[src/rtl/cache_pkg.sv]
// Shared constants and FSM state type for the cache line to burst-memory adaptor.
package cache_pkg;

  localparam int LINE_W   = 256;
  localparam int BURST_W  = 64;
  localparam int BEATS    = LINE_W / BURST_W;
  localparam int OFFSET_W = $clog2(LINE_W / 8);
  localparam int CNT_W    = $clog2(BEATS);

  typedef enum logic [1:0] {IDLE, READ, WRITE, DONE} adaptor_state_t;

endpackage

[src/rtl/cacheline_adaptor.sv]
// Turns one line-wide pmem read/write into a fixed 4-beat burst on the bmem port.
// Build macro CACHELINE_ADAPTOR_ERR_EN adds a sticky proto_err output.
module cacheline_adaptor
  import cache_pkg::*;
#(
  parameter int ADDR_W = 32
) (
  input  logic               clk,
  input  logic               rst,
  input  logic               pmem_read,
  input  logic               pmem_write,
  input  logic [ADDR_W-1:0]  pmem_address,
  input  logic [LINE_W-1:0]  pmem_wdata,
  output logic [LINE_W-1:0]  pmem_rdata,
  output logic               pmem_resp,
  output logic [ADDR_W-1:0]  bmem_address,
  output logic               bmem_read,
  output logic               bmem_write,
  output logic [BURST_W-1:0] bmem_wdata,
  input  logic [BURST_W-1:0] bmem_rdata,
  input  logic               bmem_resp
`ifdef CACHELINE_ADAPTOR_ERR_EN
  ,
  output logic               proto_err
`endif
);

  adaptor_state_t    state_q;
  logic [CNT_W-1:0]  cnt_q;
  logic [CNT_W-1:0]  cnt_d;
  logic [LINE_W-1:0] wbuf_q;
  logic [LINE_W-1:0] line_q;
  logic [LINE_W-1:0] line_d;
  logic              last_beat;
  logic              unused_addr_bits;

  assign cnt_d            = cnt_q + CNT_W'(1);
  assign last_beat        = (cnt_q == CNT_W'(BEATS - 1));
  assign unused_addr_bits = ^pmem_address[OFFSET_W-1:0];

  // Line with the current read beat merged in; beat 0 lands in the LSBs.
  always_comb begin
    line_d = line_q;
    line_d[int'(cnt_q) * BURST_W +: BURST_W] = bmem_rdata;
  end

  always_ff @(posedge clk) begin
    if (rst) begin
      state_q      <= IDLE;
      cnt_q        <= '0;
      pmem_resp    <= 1'b0;
      bmem_read    <= 1'b0;
      bmem_write   <= 1'b0;
      bmem_address <= '0;
      bmem_wdata   <= '0;
      pmem_rdata   <= '0;
      wbuf_q       <= '0;
      line_q       <= '0;
    end else begin
      pmem_resp <= 1'b0;
      case (state_q)
        IDLE: begin
          if (pmem_write || pmem_read) begin
            bmem_address <= {pmem_address[ADDR_W-1:OFFSET_W], {OFFSET_W{1'b0}}};
            wbuf_q       <= pmem_wdata;
            cnt_q        <= '0;
            // Write wins when both requests are raised together.
            if (pmem_write) begin
              state_q    <= WRITE;
              bmem_write <= 1'b1;
              bmem_wdata <= pmem_wdata[BURST_W-1:0];
            end else begin
              state_q   <= READ;
              bmem_read <= 1'b1;
            end
          end
        end
        READ: begin
          if (bmem_resp) begin
            line_q <= line_d;
            cnt_q  <= cnt_d;
            if (last_beat) begin
              pmem_rdata <= line_d;
              bmem_read  <= 1'b0;
              pmem_resp  <= 1'b1;
              state_q    <= DONE;
            end
          end
        end
        WRITE: begin
          if (bmem_resp) begin
            cnt_q <= cnt_d;
            if (last_beat) begin
              bmem_write <= 1'b0;
              pmem_resp  <= 1'b1;
              state_q    <= DONE;
            end else begin
              bmem_wdata <= wbuf_q[int'(cnt_d) * BURST_W +: BURST_W];
            end
          end
        end
        DONE:    state_q <= IDLE;
        default: state_q <= IDLE;
      endcase
    end
  end

`ifdef CACHELINE_ADAPTOR_ERR_EN
  always_ff @(posedge clk) begin
    if (rst) begin
      proto_err <= 1'b0;
    end else if ((state_q == IDLE  && ((pmem_read && pmem_write) || bmem_resp)) ||
                 (state_q == READ  && !pmem_read) ||
                 (state_q == WRITE && !pmem_write)) begin
      proto_err <= 1'b1;
    end
  end
`endif

endmodule

[config.mk]
export PLATFORM = sky130hd
export DESIGN_NAME = cacheline_adaptor
export DESIGN_NICKNAME = d
export VERILOG_FILES = /design/src/rtl/cache_pkg.sv /design/src/rtl/cacheline_adaptor.sv
export SDC_FILE = /design/constraint.sdc
export NUM_CORES = 2
export LEC_CHECK = 0
export ABC_AREA = 0
export BUFFER_PORTS_ARGS = -buffer_cell sky130_fd_sc_hd__buf_2
export CAP_MARGIN = 5
export CORE_AREA = 2 2 277 279
export CTS_CLUSTER_DIAMETER = 120
export DETAILED_ROUTE_END_ITERATION = 8
export DIE_AREA = 0 0 279 281
export GPL_TIMING_DRIVEN = 0
export PLACE_DENSITY_LB_ADDON = 0.25
export RECOVER_POWER = 25
export SYNTH_ARGS = -nofsm -noshare
export SYNTH_HDL_FRONTEND = slang
export SYNTH_SLANG_ARGS = --single-unit
[constraint.sdc]
create_clock -name clk -period 3.2 [get_ports clk]
set_input_delay 0.32 -clock clk [delete_from_list [all_inputs] [get_ports clk]]
set_output_delay 0.32 -clock clk [all_outputs]
set_load 0.05 [all_outputs]
* Yosys cells after proc, flatten, opt, wreduce, memory -nomap -nowiden
Cells that the tools add are included.
Operators by class: shifts and indexed selects 3, muxes and demuxes 23, reduce and logical (&&, ||, !) cells 15, $lt $le $gt $ge 0, bitwise gates (word level) 2, div/mod/pow operators 0, $mul 0, $add $sub $neg 2, eq/ne operators 14
Operators with widths (number):
- bitwise mux 256 bit | 1
- 2-to-1 mux 64 bit | 4
- variable shift 64 x 33 -> 256 bit, first input constant | 1
- indexed part select 256 x 9 -> 64 bit | 1
- indexed part select 64 x 33 -> 256 bit | 1
- case mux 64 bit (2 select lines) | 1
- negation 8 -> 33 bit | 1
- inequality test 2 bit, second input constant | 8
- AND reduction 5 bit | 3
- 2-to-1 mux 2 bit | 6
- AND reduction 3 bit | 3
- 2-to-1 mux 1 bit | 7
- == test 2 bit, second input constant | 3
- case mux 2 bit (3 select lines) | 1
- nonzero test 2 bit | 3
- inequality test 2 x 1 -> 1 bit, second input constant | 2
- case mux 1 bit (2 select lines) | 2
- case mux 2 bit (2 select lines) | 1
- AND reduction 2 bit | 2
- OR reduction 3 bit | 1
- adder 2 x 1 -> 2 bit, second input constant | 1
- == test 2 x 1 -> 1 bit, second input constant | 1
- logical NOT 2 bit | 1
- NOT 1 bit | 2
- 2 further kinds | 2
Storage, ports and cells: output and inout bits 355, bits in latches 0, bits in writable memories 0, bits in registers 866, word-level logic and storage cells 69, memory bits (read-only) 0, memories kept 0

* Depth between registers and ports, before layout
depth in word-level cells 5, depth in mapped cells 11, gate-level depth less buffers 6

* Least setup slack after synthesis
Ideal clock, no wire load.
kind register to register, start reg cnt_q[0], end reg bmem_wdata[52], arrival time 2.275 ns, cell stages (with the launch flop) 10, clock period less this slack 2.412 ns, setup slack 0.788 ns, data required time 3.064 ns, cell sequence dfxtp_1 -> buf_2 -> inv_1 -> ha_1 -> buf_2 -> buf_2 -> buf_2 -> mux4_2 -> nand2_1 -> a31oi_1
Between the ends: cells in the longest elaborated chain, start to end 5, elaborated cells between the ends (all ways) 8, classes of those cells add/sub: 1; eq/ne: 2; shift: 1; mux: 3; reduce/logical: 1
Ends and longest elaborated chain:
- from (decl) | RTL line cacheline_adaptor.sv:29 | logic [CNT_W-1:0] cnt_q;
- from (signal assigned) | RTL line cacheline_adaptor.sv:81 | cnt_q <= cnt_d;
- from (signal assigned) | RTL line cacheline_adaptor.sv:92 | cnt_q <= cnt_d;
- adder 2 x 1 -> 2 bit | RTL line cacheline_adaptor.sv:37 | assign cnt_d = cnt_q + CNT_W'(1);
- indexed part select 256 x 9 -> 64 bit | RTL line cacheline_adaptor.sv:98 | bmem_wdata <= wbuf_q[int'(cnt_d) * BURST_W +: BURST_W];
- 2-to-1 mux 64 bit | RTL line cacheline_adaptor.sv:93 | if (last_beat) begin
- 2-to-1 mux 64 bit | RTL line cacheline_adaptor.sv:91 | if (bmem_resp) begin
- case mux 64 bit (2 select lines) | RTL line cacheline_adaptor.sv:61 | case (state_q)
- to (signal assigned) | RTL line cacheline_adaptor.sv:71 | bmem_wdata <= pmem_wdata[BURST_W-1:0];
- to (signal assigned) | RTL line cacheline_adaptor.sv:98
- to (decl) | RTL line cacheline_adaptor.sv:19 | output logic [BURST_W-1:0] bmem_wdata,
Parallel ways exist; a longest one is shown, timed or not. The select of a mux whose other input is x is not followed. A chain may end at the register's enable or synchronous reset.

* Worst setup path in the final report
start reg state_q[0], end reg wbuf_q[207]
Between the ends: cells in the longest elaborated chain, start to end 2
Ends and longest elaborated chain:
- from (decl) | RTL line cacheline_adaptor.sv:28 | adaptor_state_t state_q;
- from (signal assigned) | RTL line cacheline_adaptor.sv:49 | state_q <= IDLE;
- from (signal assigned) | RTL line cacheline_adaptor.sv:69 | state_q <= WRITE;
- from (signal assigned) | RTL line cacheline_adaptor.sv:73 | state_q <= READ;
- logical NOT 2 bit | RTL line cacheline_adaptor.sv:61
- AND reduction 2 bit (no line)
- to (signal assigned) | RTL line cacheline_adaptor.sv:65 | wbuf_q <= pmem_wdata;
- to (decl) | RTL line cacheline_adaptor.sv:31 | logic [LINE_W-1:0] wbuf_q;
Every way passes these cells.

==> qor.csv <==
stage;metric;value;unit
outcome;outcome;complete, no violations;
logic_synthesis;synthXorXnorAreaFrac;0;
floorplanning;die_x;279;um
placed_design;port-buffer-count;636;
sta;timing.final.crit_share;0.947;
drt;detail_route.wirelength;138;mm
floorplanning;io_pins;712;
pwr;worst_ir_drop_vdd;557;uV
logic_synthesis;synthMuxAreaShare;0.0450;
worst_setup_path;max_stage_delay;880;ps
floorplanning;design.core.area;75400;um2
worst_setup_path;worstPathArrival;3600;ps
drt;drc;0;
logic_synthesis;post_synth_instance_area;33300;um2
grt;global_route.overflow_total;0;
clock_tree;buffers_from_clock_root_to_sink_at_most;3;
logic_synthesis;ys_ff_latch;866;
logic_synthesis;synth-warning-count;0;
clock_tree;cts_buffers;92;
job;cap_violations;0;
pwr;p_leak;0.0172;uW
floorplanning;die-height;281;um
grt;antenna_violations_before_repair;29;
grt;wire_length_of_the_first_global_routing_pass;201;mm
sta;timing.fmax;330;MHz
grt;globalRouteTotalUtil;0.338;
min_path;min_delay_worst_type;in2reg;
worst_setup_path;required_time_of_the_critical_path;3770;ps
drt;first_pass_iters;6;
grt;first_global_vias;33006;
worst_setup_path;critical_path.most_common_cell;sky130_fd_sc_hd__clkbuf_1;
sta;count_of_pins_over_their_slew_limit;0;
pwr;power.density;745;nW/um2
cells_and_area;layout_commonest_cell;sky130_fd_sc_hd__dfxtp_1;
logic_synthesis;synth_simple_gate_area_share;0.148;
sta;hold_ws;52.5;ps
cells_and_area;utilization;0.576;
placed_design;gpl.final_weighted_congestion;0.935;
worst_setup_path;setup.worst_path.class;reg2reg;
clock_tree;clock_sinks;866;
logic_synthesis;fraction_of_the_mapped_netlist_area_in_adder_cells;0.00413;
drt;wl_per_cell;23.3;um
cells_and_area;post_route_cells_drive_above_1_share;0.131;
logic_synthesis;postSynthCellCount;3827;
worst_setup_path;critPathCaptureType;register;
floorplanning;start_util;0.442;
sta;report.final.hold_viol_count;0;
logic_synthesis;part_of_the_yosys_area_used_for_sequential_elements;0.520;
placed_design;dpl_cell_area;37800;um2
sta;setup_viol;0;
sta;slew_headroom;0.0590;
logic_synthesis;synth-compound-area-share;0.230;
logic_synthesis;yosys.cell_types.count;38;
sta;timing.clock.skew;25.3;ps
floorplanning;row_count;101;
pwr;power;32400;uW
logic_synthesis;syn_avg_cell_area;8.71;um2
drt;vias_per_cell;5.81;
clock_tree;ctsHtreeMaxLevel;3;
worst_setup_path;path_cells;inv_1, ha_1, clkbuf_1, o21ai_1, clkbuf_1, clkbuf_1, nand2_1, a21oi_1;
cells_and_area;areaGrowthSynthToFinish;30.5;%
cells_and_area;final_cell_area;43500;um2
cells_and_area;layout_common_cells;866 x sky130_fd_sc_hd__dfxtp_1, 652 x sky130_fd_sc_hd__clkbuf_1, 637 x sky130_fd_sc_hd__nand2_1;
sta;period_minus_slack;3030;ps
worst_setup_path;peak_fanout_along_the_critical_path;10;
cells_and_area;nNetsFinal;5218;
drt;vias;34437;
clock_tree;clk_root_buffer_cell;sky130_fd_sc_hd__clkbuf_16;
floorplanning;fp.dieArea;78400;um2
logic_synthesis;synth_top_family_by_area;compound AO/OA/AOI/OAI gates;
clock_tree;clk_latency;660;ps
worst_setup_path;critical-path-slowest-cell;sky130_fd_sc_hd__clkbuf_1;
clock_tree;cts_tree;done;
drt;ant_nets;0;
worst_setup_path;top_cell_family_by_delay_on_the_critical_path;buffers and inverters;
grt;grt_max_degree;15;
worst_setup_path;critPathLaunchType;register;
drt;initial_detailed_routing_violation_count;3532;
worst_setup_path;crit_buf_inv;4;
sta;max_slew.worst_pin.slew;1410;ps
clock_tree;clk_pin_slew;70;ps
placed_design;hpwl;97.2;mm
[registers in the layout, indices dropped and copies added, names as in the netlist]
| name | count |
|---|---|
| wbuf_q | 256 |
| cnt_q | 2 |
| pmem_resp | 1 |
| line_q | 256 |
| bmem_address | 27 |
| pmem_rdata | 256 |
| bmem_read | 1 |
| bmem_write | 1 |
| state_q | 2 |
| bmem_wdata | 64 |
[per-layer routing]
layer,vias up,part of all wire,track usage
met2,1914,0.47,0.567
met3,439,0.091,0.0737
met4,8,0.064,0.206
met5,-,0.00033,0
met1,16523,0.37,0.396
li1,15553,-,-
[path summary, 6_finish.rpt]
path / startpoint / end / slack [ps] / cells after the start
setup / recovery: state_q[0]$_SDFFE_PP0P_ / wbuf_q[207]$_SDFFE_PP0P_ / 170 / 8
hold / removal: bmem_resp / pmem_resp$_SDFF_PP0_ / 50 / 3
hold reg to reg: wbuf_q[183]$_SDFFE_PP0P_ / wbuf_q[183]$_SDFFE_PP0P_ / 450 / 2
setup reg to reg: state_q[0]$_SDFFE_PP0P_ / wbuf_q[207]$_SDFFE_PP0P_ / 170 / 8
[stage by stage]
stage	setup WS [ps]	setup TNS [ps]	std cells
2_1_floorplan	788	0	3831
4_1_cts	-164	-3880	5898
5_1_grt	-5.28	-5.28	5922
6_report	171	0	5925
3_3_place_gp	-405	-25920	5445
3_5_place_dp	-482	-41460	5445
[cells by family after synthesis]
| group | count (synthesis) |
|---|---|
| simple gates | 1246 |
| compound gates | 1192 |
| flops | 866 |
| buf+inv | 440 |
| mux | 71 |
| fa+ha+maj | 11 |
| other cells | 1 |
[power by group]
part,internal [uW],switching (uW)
Combinational,2420,6170
Sequential,12100,786
Clock,6290,4670
[Yosys cell counts]
| cell type | number | share of area |
|---|---|---|
| sky130_fd_sc_hd__dfxtp_1 | 866 | 0.52 |
| sky130_fd_sc_hd__nand2_1 | 637 | 0.072 |
| sky130_fd_sc_hd__nor2_1 | 522 | 0.059 |
| sky130_fd_sc_hd__clkbuf_1 | 363 | 0.041 |
| sky130_fd_sc_hd__o21ai_0 | 322 | 0.048 |
| sky130_fd_sc_hd__a21oi_1 | 289 | 0.043 |
| sky130_fd_sc_hd__a221oi_1 | 256 | 0.067 |
| sky130_fd_sc_hd__a22oi_1 | 256 | 0.058 |
| sky130_fd_sc_hd__nand2b_1 | 65 | 0.012 |
| sky130_fd_sc_hd__a31oi_1 | 64 | 0.012 |
| sky130_fd_sc_hd__mux4_2 | 63 | 0.043 |
| sky130_fd_sc_hd__buf_2 | 39 | 0.0059 |
| sky130_fd_sc_hd__buf_1 | 18 | 0.0020 |
| sky130_fd_sc_hd__ha_1 | 11 | 0.0041 |
| sky130_fd_sc_hd__mux2i_1 | 7 | 0.0021 |
| sky130_fd_sc_hd__buf_6 | 6 | 0.0020 |
| sky130_fd_sc_hd__inv_1 | 6 | 0.00068 |
| sky130_fd_sc_hd__buf_4 | 5 | 0.0011 |
| sky130_fd_sc_hd__and2_1 | 3 | 0.00056 |
| sky130_fd_sc_hd__inv_2 | 3 | 0.00034 |
| sky130_fd_sc_hd__nand3_1 | 3 | 0.00045 |
| sky130_fd_sc_hd__nor2b_1 | 3 | 0.00056 |
| sky130_fd_sc_hd__nor3b_1 | 3 | 0.00068 |
| sky130_fd_sc_hd__a211oi_1 | 2 | 0.00045 |
| sky130_fd_sc_hd__nor4bb_1 | 2 | 0.00060 |
| sky130_fd_sc_hd__a32o_1 | 1 | 0.00030 |
| sky130_fd_sc_hd__and3_1 | 1 | 0.00019 |
| sky130_fd_sc_hd__conb_1 | 1 | 0.00011 |
| sky130_fd_sc_hd__mux2_2 | 1 | 0.00034 |
| sky130_fd_sc_hd__nand4b_1 | 1 | 0.00026 |
| sky130_fd_sc_hd__nor2_2 | 1 | 0.00019 |
| sky130_fd_sc_hd__nor3_1 | 1 | 0.00015 |
| sky130_fd_sc_hd__nor3_2 | 1 | 0.00030 |
| sky130_fd_sc_hd__nor3_4 | 1 | 0.00049 |
| sky130_fd_sc_hd__o21a_1 | 1 | 0.00023 |
| sky130_fd_sc_hd__o21ai_1 | 1 | 0.00015 |
| sky130_fd_sc_hd__or2_2 | 1 | 0.00019 |
| sky130_fd_sc_hd__or4b_4 | 1 | 0.00041 |
[repair_timing]
action,in CTS,in global routing
setup buffers,5,3
hold buffers,282,1
endpoints found under the setup margin,302,310
resized for setup,11,48
endpoints found under the hold margin,346,1
pin swaps,2,1
[worst reg2reg max path, delay by kind of cell (launching register included)]
family	cells	cell delay, ps
compound gates	2	460
buf+inv	4	1750
simple gates	1	140
fa+ha+maj	1	200
flops	1	390
[layout make-up]
type                            count  area, um2
Fill cell                        6861      32000
Sequential cell                   866      17300
Multi-Input combinational cell   2525      14300
Timing Repair Buffer              927       5700
Clock buffer                      124       2630
Buffer                            429       1770
Tap cell                          978       1220
Clock inverter                     43        450
Antenna cell                       24       60.1
Inverter                            9       33.8
Power figures use the tool's default switching activity.
